==> src/rtl/fp_pkg.sv <==
// Shared constants, state type and packing helper for the fixed-point to
// IEEE-754 single-precision encoder.
package fp_pkg;

    localparam int unsigned EXP_BIAS   = 127;
    localparam int unsigned FIX_INT_W  = 8;
    localparam int unsigned FIX_FRAC_W = 8;
    localparam int unsigned IEEE_W     = 32;

    localparam int unsigned FIX_W  = FIX_INT_W + FIX_FRAC_W;
    localparam int unsigned K_W    = 4;
    localparam int unsigned EXP_W  = 8;
    localparam int unsigned MAN_W  = 23;
    localparam int unsigned PAD_W  = MAN_W - (FIX_W - 1);
    // Exponent when the leading one already sits in the top bit of the operand.
    localparam int unsigned EXP_TOP = EXP_BIAS + FIX_INT_W - 1;

    typedef enum logic [1:0] {
        IDLE,
        NORM,
        PACK,
        DONE
    } enc_state_t;

    // Packs a normalised magnitude (leading one in bit FIX_W-1) shifted k times.
    function automatic logic [IEEE_W-1:0] pack_ieee(input logic            s,
                                                    input logic [FIX_W-1:0] m,
                                                    input logic [K_W-1:0]   k);
        logic [EXP_W-1:0] e;
        e = EXP_W'(EXP_TOP) - {{(EXP_W - K_W){1'b0}}, k};
        if (m == '0) begin
            return {s, {(IEEE_W - 1){1'b0}}};
        end
        return {s, e, m[FIX_W-2:0], {PAD_W{1'b0}}};
    endfunction

endpackage

==> src/rtl/fixed_to_ieee_encoder.sv <==
// Iterative unsigned 8.8 fixed-point to IEEE-754 single encoder: normalises by
// shifting one bit per cycle, then packs sign, exponent and mantissa.
module fixed_to_ieee_encoder
    import fp_pkg::*;
(
    input  logic                  clk,
    input  logic                  rst_n,
    input  logic                  in_valid,
    output logic                  in_ready,
    input  logic                  sign_bit,
    input  logic [FIX_INT_W-1:0]  int_part,
    input  logic [FIX_FRAC_W-1:0] frac_part,
    output logic                  out_valid,
    input  logic                  out_ready,
    output logic [IEEE_W-1:0]     ieee_out
);

    enc_state_t          state_q, state_d;
    logic [FIX_W-1:0]    m_q, m_d;
    logic [K_W-1:0]      k_q, k_d;
    logic                sign_q, sign_d;
    logic                out_valid_q, out_valid_d;
    logic [IEEE_W-1:0]   ieee_q, ieee_d;

    assign in_ready  = (state_q == IDLE);
    assign out_valid = out_valid_q;
    assign ieee_out  = ieee_q;

    always_comb begin
        state_d     = state_q;
        m_d         = m_q;
        k_d         = k_q;
        sign_d      = sign_q;
        out_valid_d = out_valid_q;
        ieee_d      = ieee_q;
        case (state_q)
            IDLE: begin
                if (in_valid) begin
                    sign_d  = sign_bit;
                    m_d     = {int_part, frac_part};
                    k_d     = '0;
                    state_d = NORM;
                end
            end
            NORM: begin
                // Zero never normalises; it leaves with k = 0 and packs as signed zero.
                if (m_q[FIX_W-1] || (m_q == '0)) begin
                    state_d = PACK;
                end else begin
                    m_d = {m_q[FIX_W-2:0], 1'b0};
                    k_d = k_q + 1'b1;
                end
            end
            PACK: begin
                ieee_d      = pack_ieee(sign_q, m_q, k_q);
                out_valid_d = 1'b1;
                state_d     = DONE;
            end
            DONE: begin
                if (out_ready) begin
                    out_valid_d = 1'b0;
                    state_d     = IDLE;
                end
            end
            default: state_d = IDLE;
        endcase
    end

    always_ff @(posedge clk or negedge rst_n) begin
        if (!rst_n) begin
            state_q     <= IDLE;
            m_q         <= '0;
            k_q         <= '0;
            sign_q      <= 1'b0;
            out_valid_q <= 1'b0;
            ieee_q      <= '0;
        end else begin
            state_q     <= state_d;
            m_q         <= m_d;
            k_q         <= k_d;
            sign_q      <= sign_d;
            out_valid_q <= out_valid_d;
            ieee_q      <= ieee_d;
        end
    end

endmodule
==> config.mk <==
export PLATFORM = sky130hd
export DESIGN_NAME = fixed_to_ieee_encoder
export DESIGN_NICKNAME = d
export VERILOG_FILES = /design/src/rtl/fp_pkg.sv /design/src/rtl/fixed_to_ieee_encoder.sv
export SDC_FILE = /design/constraint.sdc
export NUM_CORES = 1
export LEC_CHECK = 0
export BUFFER_PORTS_ARGS = -buffer_cell sky130_fd_sc_hd__buf_2
export CAP_MARGIN = 5
export CORE_UTILIZATION = 25
export DETAILED_ROUTE_END_ITERATION = 8
export SLEW_MARGIN = 10
export SYNTH_ARGS = -nofsm -noshare
export SYNTH_HDL_FRONTEND = slang
export SYNTH_SLANG_ARGS = --single-unit
==> constraint.sdc <==
create_clock -name clk -period 5.9 [get_ports clk]
set_input_delay 1.18 -clock clk [delete_from_list [all_inputs] [get_ports clk]]
set_output_delay 1.18 -clock clk [all_outputs]
set_load 0.1 [all_outputs]
Yosys cells after proc, flatten, opt, wreduce, memory -nomap -nowiden
Cells that the tools add are included.
Word-level totals
  register bits after elaboration: 56
  bits of input ports: 21
Operators by class
  add/sub/neg operators: 2
  equality and inequality tests: 7
  mux-type cells: 16
  reductions and logical operators: 9
Operator list (number)
  32-bit two-way mux: 2
  16-bit two-way mux: 2
  16-bit case mux with 2 select lines: 1
  16-bit logical NOT: 1
  4-bit two-way mux: 2
  2-bit inequality test (second input constant): 4
  2-bit case mux with 4 select lines: 1
  4-bit case mux with 2 select lines: 1
  8-bit by 4-bit subtractor with 8-bit output (first input constant): 1
  2-bit two-way mux: 3
  3-bit AND reduction: 2
  4-bit by 1-bit adder with 4-bit output (second input constant): 1
  2-bit equality test (second input constant): 2
  2-bit AND reduction: 2
  2-bit nonzero test: 2
  1-bit two-way mux: 3
  2-bit by 1-bit equality test with 1-bit output (second input constant): 1
  2-bit logical NOT: 1
  1-bit case mux with 2 select lines: 1
  1-bit logical OR: 1

Depth between registers and ports, before layout
Gate-level depths: netlist of run 1.
  word-level depth: 4
  mapped depth: 8
  gate-level depth less buffers: 6

Worst setup path before layout of run 1
Ideal clock, no wire load.
  kind: reg2reg
  start: reg state_q[0]
  end: reg m_q[10]
  arrival: 2452 ps
  setup slack: 3323 ps
  cell stages (with the launch flop): 9
  buffers on the path: 2
  path through: dfrtp_1 -> inv_1 -> ha_1 -> nand2_1 -> or2_1 -> buf_2 -> o21ai_4 -> buf_6 -> mux2_4
On the way
  cells in the longest elaborated chain, start to end: 3
  elaborated cells on any way between the ends: 7
Ends and longest elaborated chain
  from (decl): line fixed_to_ieee_encoder.sv:18  | enc_state_t state_q, state_d;
  from (signal assigned): line fixed_to_ieee_encoder.sv:78  | state_q <= state_d;
  2-bit logical NOT (*)
  named net in_ready: line fixed_to_ieee_encoder.sv:9  | output logic in_ready,
  2-bit inequality test (no source line) / 2-bit nonzero test (equally long branches)
  3-bit AND reduction (no source line)
  to (signal assigned): line fixed_to_ieee_encoder.sv:79  | m_q <= m_d;
  to (decl): line fixed_to_ieee_encoder.sv:19  | logic [FIX_W-1:0] m_q, m_d;
The timed path passes the listed nets; every way through them passes the cells marked *.
A chain may end at the register's enable or synchronous reset.

Final worst setup path of run 1
  start: reg state_q[0]
  end: out in_ready
On the way
  cells in the longest elaborated chain, start to end: 1
Ends and longest elaborated chain
  2-bit logical NOT: line fixed_to_ieee_encoder.sv:25  | assign in_ready = (state_q == IDLE);
  to (decl): line fixed_to_ieee_encoder.sv:9
No other way between the ends.

==> results.txt, run 1 <==
Status - finished, violations left
Failing checks - design-rule violations
Die Span Y - 97.99 um
First DRT Iteration DRCs - 64
#FFs+latches synth - 47
Crit-path cells - inv_1 > ha_1 > buf_2
Final Max Tran Viols - 0
Share of cells above drive strength 1 - 0.4298
Reg2reg setup slack - 3.28 ns
Initial Utilization - 0.2616
Largest cells by area after synthesis - dfrtp_1 (51%), mux2_2 (17%), mux2_4 (5.9%)
Ant. Diodes - 0
Final Hold Fails - 0
Worst Tran Pin Value - 1.051 ns
Worst hold path class - flip-flop to flip-flop
Postcts setup bufs - 0
Synth Cell Area - 0.002303 mm^2
Crit end category - output pin
DP HPWL - 3.417 mm
Yosys warns - 0
Antenna violations before repair - 0
I/O pin count - 55
Critical path's slowest cell - buf_2
Inserted Clock Buffers - 5
Global-route wire length before repair - 7.817 mm
Yosys top cell area share - 0.5106
I/O Buffers - 46
Commonest cells after routing, fill and taps aside - dfrtp_1 (47), buf_2 (46), mux2_2 (35)
Worst-path clk slew - 0.09 ns
Minimum clock period - 2.753 ns
Wirelength, routed - 4.750 mm
CTS tree - done
RSZ-0062 raised after global routing - no
Final Net Count - 255
CTS root buffer - clkbuf_8
Post-route ant nets - 0
Hold EP - ieee_out[24]
Synthesis-to-finish area growth - 16.02%
Avg WL per Cell - 14.14 um
Max Cap Viol - 0
Row Count - 34
Commonest non-fill, non-tap cell in the layout - dfrtp_1
Via/cell ratio - 4.378
Vias in the first global route - 1500
FMAX - 363.3 MHz
Setup TNS - 0 ns
Worst r2r path cells - 6
Clock buffer depth - 2
Layout Skew - 0.006120 ns
Post-synth cell types - 35
GRT overflow - 0
Critical Path AT - 1.57 ns
Post-CTS Resized - 0
Largest net degree at the start of global routing - 48
Worst setup SP type - flip-flop
GRT Total Usage - 0.1059
DRC viols - 5
Worst path max stage delay - 0.47 ns
H-tree depth - 2
Bufs and invs on worst path - 2
Worst-Skew Late Latency - 0.31 ns
Crit path max-delay family - buffers and inverters
Critical-path maximum fanout - 6
Cell taking the most area after synthesis - dfrtp_1
Max_slew headroom - 0.2991
Worst setup path class - flip-flop to output pin
Worst hold stages - 2
Die area - 0.009602 mm^2
Final setup vio count - 0
Syn Area/Cell - 12.59 um^2
Finished Cell Area - 0.002673 mm^2
Crit share post-route - 0.4666
Worst r2r src - state_q[1]
Sink Count - 47
Vias post-DR - 1471
Post-DP Area - 0.002591 mm^2
Hold_buf cts - 0
Worst endpoint required time - 4.72 ns
Width of the chip - 97.99 um
Launch point of the worst hold path - ieee_out[24]
Core Region - 0.008806 mm^2
Cell count after synthesis - 183
Register area share after synthesis - 0.5106
Drt first pass iters - 5
R2R Path End - m_q[1]
GPL Wtd Cong - 0.7259
-- worst register-to-register path, delay by kind of cell (launching register included) --
family | cells | cell delay, ns
AOI/OAI and AO/OA | 1 | 0.52
adders and majority gates | 1 | 0.65
buffers and inverters | 1 | 0.08
DFF | 1 | 0.42
muxes | 1 | 0.40
and+or+nand+nor | 2 | 0.43
-- state kept, by name, summed over array words and instances, names as in the netlist --
signal,cells
ieee_out,23
k_q,4
m_q,16
out_valid,1
sign_q,1
state_q,2
-- synth_stat cells --
| cell type | count |
|---|---|
| dfrtp_1 | 47 |
| mux2_2 | 35 |
| nand2_1 | 12 |
| buf_4 | 10 |
| mux2_4 | 9 |
| inv_1 | 8 |
| ha_1 | 7 |
| nor2_1 | 6 |
| mux2i_1 | 4 |
| nor4_1 | 4 |
| o21ai_0 | 4 |
| a21oi_1 | 3 |
| clkbuf_1 | 3 |
| nand3_1 | 3 |
| o2bb2ai_1 | 3 |
| a22o_1 | 2 |
| buf_2 | 2 |
| mux2_1 | 2 |
| nor2b_1 | 2 |
| o22ai_1 | 2 |
| a211oi_1 | 1 |
| and2_1 | 1 |
| and3_1 | 1 |
| and4_1 | 1 |
| buf_1 | 1 |
| buf_6 | 1 |
| clkinv_1 | 1 |
| conb_1 | 1 |
| nand2b_1 | 1 |
| nand4_1 | 1 |
| o211ai_1 | 1 |
| o21ai_4 | 1 |
| o31ai_1 | 1 |
| or2_1 | 1 |
| xor2_1 | 1 |
-- through the flow --
step           hold slack (ns)  instances  setup slack [ns]  utilization
5_1_grt                 0.5178        336             3.050       0.3035
3_5_place_dp            0.4728        328             3.296       0.2943
2_1_floorplan           0.4736        190             3.323            -
4_1_cts                 0.4933        336             3.120       0.3035
3_3_place_gp            0.4722        328             3.357       0.2943
6_report                0.4894        336             3.147       0.3035
-- routing by layer --
layer | GRT usage | part of all wire | up-vias
met3 | 0.04152 | 0.057 | 7
met2 | 0.1663 | 0.47 | 39
li1 | - | - | 708
met5 | 0 | 0 | -
met1 | 0.1343 | 0.46 | 717
met4 | 0.03147 | 0.012 | 0
-- cell type report --
type / count / area (um^2)
Inverter: 9 / 33.78
Multi-Input combinational cell: 117 / 1008
Clock inverter: 1 / 5.005
Fill cell: 903 / 6133
Sequential cell: 47 / 1176
Tap cell: 108 / 135.1
Timing Repair Buffer: 47 / 237.7
Clock buffer: 7 / 76.32
-- how the worst max path moves through the flow --
stage                    start       end  cells past startpoint
floorplan           state_q[0]   m_q[10]                      8
global placement    state_q[1]    m_q[5]                      6
detailed placement  state_q[1]    m_q[2]                      6
CTS                 state_q[0]  in_ready                      3
global route        state_q[1]    m_q[1]                      6
finish              state_q[0]  in_ready                      3
-- kinds of logic (layout without fill, tap and decap cells) --
group                      Yosys count  after routing  synth area share
buffers and inverters               26             64           0.06301
AOI/OAI and AO/OA                   18             18           0.05650
and+or+nand+nor                     33             33           0.06953
adders and majority gates            7              7           0.03802
xor gates and xnor gates             1              1          0.003803
other                                1              8          0.001628
muxes                               50             50            0.2569
DFF                                 47             47            0.5106
Power of run 1 is left out: the tool's default activity adds up to more than one toggle a clock period on the data nets, which glitch-free logic cannot reach.
==> run 2, diff against run 1 <==
--- a/config.mk
+++ b/config.mk
@@ -5,6 +5,7 @@
 export SDC_FILE = /design/constraint.sdc
 export NUM_CORES = 1
 export LEC_CHECK = 0
+export ABC_AREA = 1
 export BUFFER_PORTS_ARGS = -buffer_cell sky130_fd_sc_hd__buf_2
 export CAP_MARGIN = 5
 export CORE_UTILIZATION = 25
==> constraint.sdc (replaced) <==
create_clock -name clk -period 2.23 [get_ports clk]
set_input_delay 0.446 -clock clk [delete_from_list [all_inputs] [get_ports clk]]
set_output_delay 0.446 -clock clk [all_outputs]
set_load 0.1 [all_outputs]
==> results.txt, run 2 <==
Status - complete, no violations
Row Count - 35
Wirelength, routed - 5.365 mm
GRT overflow - 0
Die area - 0.01019 mm^2
Sink Count - 47
Via/cell ratio - 4.036
H-tree depth - 2
Ant. Diodes - 0
Max_slew headroom - 0.5990
FMAX - 491.3 MHz
Max Cap Viol - 0
Post-CTS Resized - 0
Layout Skew - 0.008240 ns
Clock buffer depth - 2
GPL Wtd Cong - 0.8354
Crit share post-route - 0.9127
Worst-path clk slew - 0.08 ns
Antenna violations before repair - 0
Vias in the first global route - 1961
Final Net Count - 375
Final Max Tran Viols - 0
CTS root buffer - clkbuf_8
Vias post-DR - 1917
Avg WL per Cell - 11.29 um
Hold_buf cts - 0
Width of the chip - 101.0 um
Final setup vio count - 0
Core Region - 0.009371 mm^2
Crit end category - output pin
Yosys warns - 0
First DRT Iteration DRCs - 95
Yosys top cell area share - 0.4803
Postcts setup bufs - 0
Cell taking the most area after synthesis - dfrtp_1
Inserted Clock Buffers - 5
I/O Buffers - 46
RSZ-0062 raised after global routing - no
Worst setup SP type - flip-flop
Most frequent cell after synthesis - nand2_1
DP HPWL - 3.793 mm
Multi-input gate area - 0.001107 mm^2
Post-synth cell types - 25
Worst setup path class - flip-flop to output pin
Commonest non-fill, non-tap cell in the layout - nand2_1
Final Util - 0.3024
Worst hold path class - input pin to asynchronous set/reset pin
Worst-Skew Late Latency - 0.30 ns
Final Hold Fails - 0
Share of synthesized flip-flops with an asynchronous set or reset - 1.000
Global-route wire length before repair - 9.183 mm
Cell count after synthesis - 302
Synthesis-to-finish area growth - 15.74%
DRC viols - 0
Post-synth top flop - dfrtp_1
Critical-path maximum fanout - 6
Initial Utilization - 0.2613
#FFs+latches synth - 47
Post-route ant nets - 0
Top cells by count, synth - nand2_1 (155), dfrtp_1 (47), nand3_1 (16), buf_4 (11), nor2_1 (11)
Largest net degree at the start of global routing - 48
Die Span Y - 101.0 um
Register area share after synthesis - 0.4803
Drt first pass iters - 4
Post-synth EDFFs - 0
Largest cells by area after synthesis - dfrtp_1 (48%), nand2_1 (24%), nand3_2 (4.1%)
I/O pin count - 55
FF/Latch Area - 0.001176 mm^2
Filler instances - 1047
Synth Cell Area - 0.002449 mm^2
Minimum clock period - 2.035 ns
Setup TNS - 0 ns
CTS tree - done
Commonest cells after routing, fill and taps aside - nand2_1 (155), dfrtp_1 (47), buf_2 (46)
Largest register FFs - 23
Worst endpoint required time - 1.78 ns
Syn Area/Cell - 8.108 um^2
GRT Total Usage - 0.1170
Critical Path AT - 1.59 ns
Worst Tran Pin Value - 0.6015 ns
Share of cells above drive strength 1 - 0.2225
run 2: cell count changes after synthesis, sizes merged, moves of 2 or more:
| cell | previous run | this run |
|---|---|---|
| o22ai | 2 | 0 |
| o21ai | 5 | 3 |
| clkbuf | 3 | 5 |
| nor2b | 2 | 0 |
| mux2i | 4 | 0 |
| buf | 14 | 17 |
| nor2 | 6 | 15 |
| nand2 | 12 | 160 |
| nor4 | 4 | 0 |
| nand4 | 1 | 3 |
| xnor2 | 0 | 2 |
| o2bb2ai | 3 | 0 |
| mux2 | 46 | 0 |
| nand3 | 3 | 26 |
run 2: path summary, 6_finish.rpt:
check / from / endpoint / slack, ns / depth (start not counted)
hold reg to reg: ieee_out[17] / ieee_out[17] / 0.47 / 2
setup reg to reg: state_q[1] / m_q[3] / 0.50 / 9
hold / removal: rst_n / ieee_out[13] / 0.24 / 2
min in group clk: sign_bit / sign_q / 0.41 / 3
max in group asynchronous: rst_n / ieee_out[26] / 1.59 / 2
setup / recovery: state_q[0] / in_ready / 0.19 / 3
run 2: through the flow:
| step | worst slack (ns) | cell area [um^2] | cells | hold WS (ns) |
|---|---|---|---|---|
| 3_5_place_dp | 0.5057 | 2761 | 469 | 0.4533 |
| 2_1_floorplan | 0.05699 | 2475 | 309 | 0.1504 |
| 4_1_cts | 0.1852 | 2834 | 475 | 0.2559 |
| 6_report | 0.1946 | 2834 | 475 | 0.2366 |
| 3_3_place_gp | 0.5601 | 2761 | 469 | 0.4501 |
| 5_1_grt | 0.1101 | 2834 | 475 | 0.2852 |
run 2: cells by family (layout without fill, tap and decap cells):
group | Yosys count | count (layout) | synth area share
simple gates | 204 | 204 | 0.3710
fa+ha+maj | 7 | 7 | 0.03577
other cells | 1 | 8 | 0.001531
compound gates | 10 | 10 | 0.02606
xor+xnor | 2 | 2 | 0.007155
buf+inv | 31 | 68 | 0.07818
flops | 47 | 47 | 0.4803
run 2: cell type report:
cell class,count,share of cell area
multi-input cells,231,0.3907
repair buffers,53,0.09978
clock buffers,6,0.02561
well taps,129,0.05695
flip-flops and latches,47,0.4150
inverters,9,0.01192
run 2: critical path, cell delays in order (launching register included):
cell and delay [ns]:
dfrtp_1 0.43, inv_1 0.11, ha_1 0.28, buf_2 0.47
run 2: layer usage:
metal,up-vias,track usage,routed length (um)
li1,1011,-,-
met1,855,0.1536,2670
met2,40,0.1828,2323
met3,11,0.02774,223
met5,-,0,0
met4,0,0.05240,147
Power of run 2 is left out for the same reason.
==> run 3, diff against run 2 <==
--- a/config.mk
+++ b/config.mk
@@ -8,7 +8,7 @@
 export ABC_AREA = 1
 export BUFFER_PORTS_ARGS = -buffer_cell sky130_fd_sc_hd__buf_2
 export CAP_MARGIN = 5
-export CORE_UTILIZATION = 25
+export CORE_UTILIZATION = 31
 export DETAILED_ROUTE_END_ITERATION = 8
 export SLEW_MARGIN = 10
 export SYNTH_ARGS = -nofsm -noshare
==> results.txt, run 3 (same netlist as run 2, synthesis figures left out) <==
Status - complete, no violations
RSZ-0062 raised after global routing - no
FMAX - 497.2 MHz
Worst-Skew Late Latency - 0.30 ns
Avg WL per Cell - 11.57 um
Worst path max stage delay - 0.47 ns
Global-route wire length before repair - 9.011 mm
Vias in the first global route - 1993
Wirelength, routed - 5.196 mm
Ant. Diodes - 0
Max_slew headroom - 0.5941
GPL Wtd Cong - 0.8185
Drt first pass iters - 4
DP HPWL - 3.557 mm
Layout Skew - 0.008807 ns
Clock buffer depth - 2
Crit end category - output pin
Worst endpoint required time - 1.78 ns
Width of the chip - 90.88 um
Worst Tran Pin Value - 0.6089 ns
Row Count - 32
Final Net Count - 374
Synthesis-to-finish area growth - 15.89%
Final Hold Fails - 0
Global Route met3 Usage - 0.03114
Initial Utilization - 0.3185
Worst hold path class - input pin to asynchronous set/reset pin
GRT overflow - 0
Met2 Track Usage GR - 0.2311
Minimum clock period - 2.011 ns
Crit path max-delay family - buffers and inverters
Die area - 0.008258 mm^2
GR Util met1 - 0.1712
H-tree depth - 2
Core Region - 0.007687 mm^2
Vias post-DR - 1945
Critical Path AT - 1.57 ns
Filler instances - 836
Die Span Y - 90.88 um
Final setup vio count - 0
Crit share post-route - 0.9019
CTS tree - done
Worst setup path class - flip-flop to output pin
First DRT Iteration DRCs - 115
Setup TNS - 0 ns
Hold_buf cts - 0
I/O Buffers - 46
Antenna violations before repair - 0
Post-CTS Resized - 0
Largest net degree at the start of global routing - 48
Post-route ant nets - 0
GRT Total Usage - 0.1371
Postcts setup bufs - 0
Crit-path cells - inv_1 > ha_1 > buf_2
Bufs and invs on worst path - 2
I/O pin count - 55
Critical path's slowest cell - buf_2
Critical-path maximum fanout - 6
Largest register FFs - 23
Final Max Tran Viols - 0
Commonest non-fill, non-tap cell in the layout - nand2_1
DRC viols - 0
GRT busiest layer - met2
Via/cell ratio - 4.332
Worst-path clk slew - 0.09 ns
Inserted Clock Buffers - 5
Commonest cells after routing, fill and taps aside - nand2_1 (155), dfrtp_1 (47), buf_2 (46)
Sink Count - 47
CTS root buffer - clkbuf_8
Share of cells above drive strength 1 - 0.2277
Worst setup SP type - flip-flop
Max Cap Viol - 0
run 3: cell types whose count changed in the layout (fill, tap and decap cells not counted), sizes merged:
cell / change
clkinv: +1
buf: -1
bufinv: +1
run 3: through the flow:
step | cell area, um^2 | instances | utilization | setup slack [ns] | hold WS (ns)
2_1_floorplan | 2475 | 309 | - | 0.05699 | 0.1504
3_3_place_gp | 2720 | 441 | 0.3538 | 0.5615 | 0.4534
3_5_place_dp | 2720 | 441 | 0.3538 | 0.5153 | 0.4543
4_1_cts | 2838 | 449 | 0.3691 | 0.2084 | 0.2583
5_1_grt | 2838 | 449 | 0.3691 | 0.1205 | 0.2909
6_report | 2838 | 449 | 0.3691 | 0.2188 | 0.2313
run 3: metal layers:
layer / part of all wire / up-vias / wire, um
met2: 0.47 / 36 / 2445
met1: 0.48 / 893 / 2481
met5: 0 / - / 0
met4: 0.014 / 0 / 75
li1: - / 1010 / -
met3: 0.037 / 6 / 194
run 3: path summary, 6_finish.rpt:
path                                 to         start  slack (ns)  depth (start not counted)
hold / removal             ieee_out[20]         rst_n        0.23                          2
hold reg to reg            ieee_out[17]  ieee_out[17]        0.47                          2
setup / recovery               in_ready    state_q[0]        0.22                          3
min in group clk                 sign_q      sign_bit        0.39                          3
max in group asynchronous        m_q[6]         rst_n        1.59                          2
setup reg to reg                m_q[10]    state_q[1]        0.50                          9
run 3: area by class of cell:
type,instances,area (um^2),area share
Tap cell,102,127.6,0.04497
Clock inverter,2,35.03,0.01235
Clock buffer,6,82.58,0.02910
Timing Repair Buffer,52,275.3,0.09700
Inverter,9,33.78,0.01190
Sequential cell,47,1176,0.4145
Multi-Input combinational cell,231,1107,0.3902
Power of run 3 is left out for the same reason.
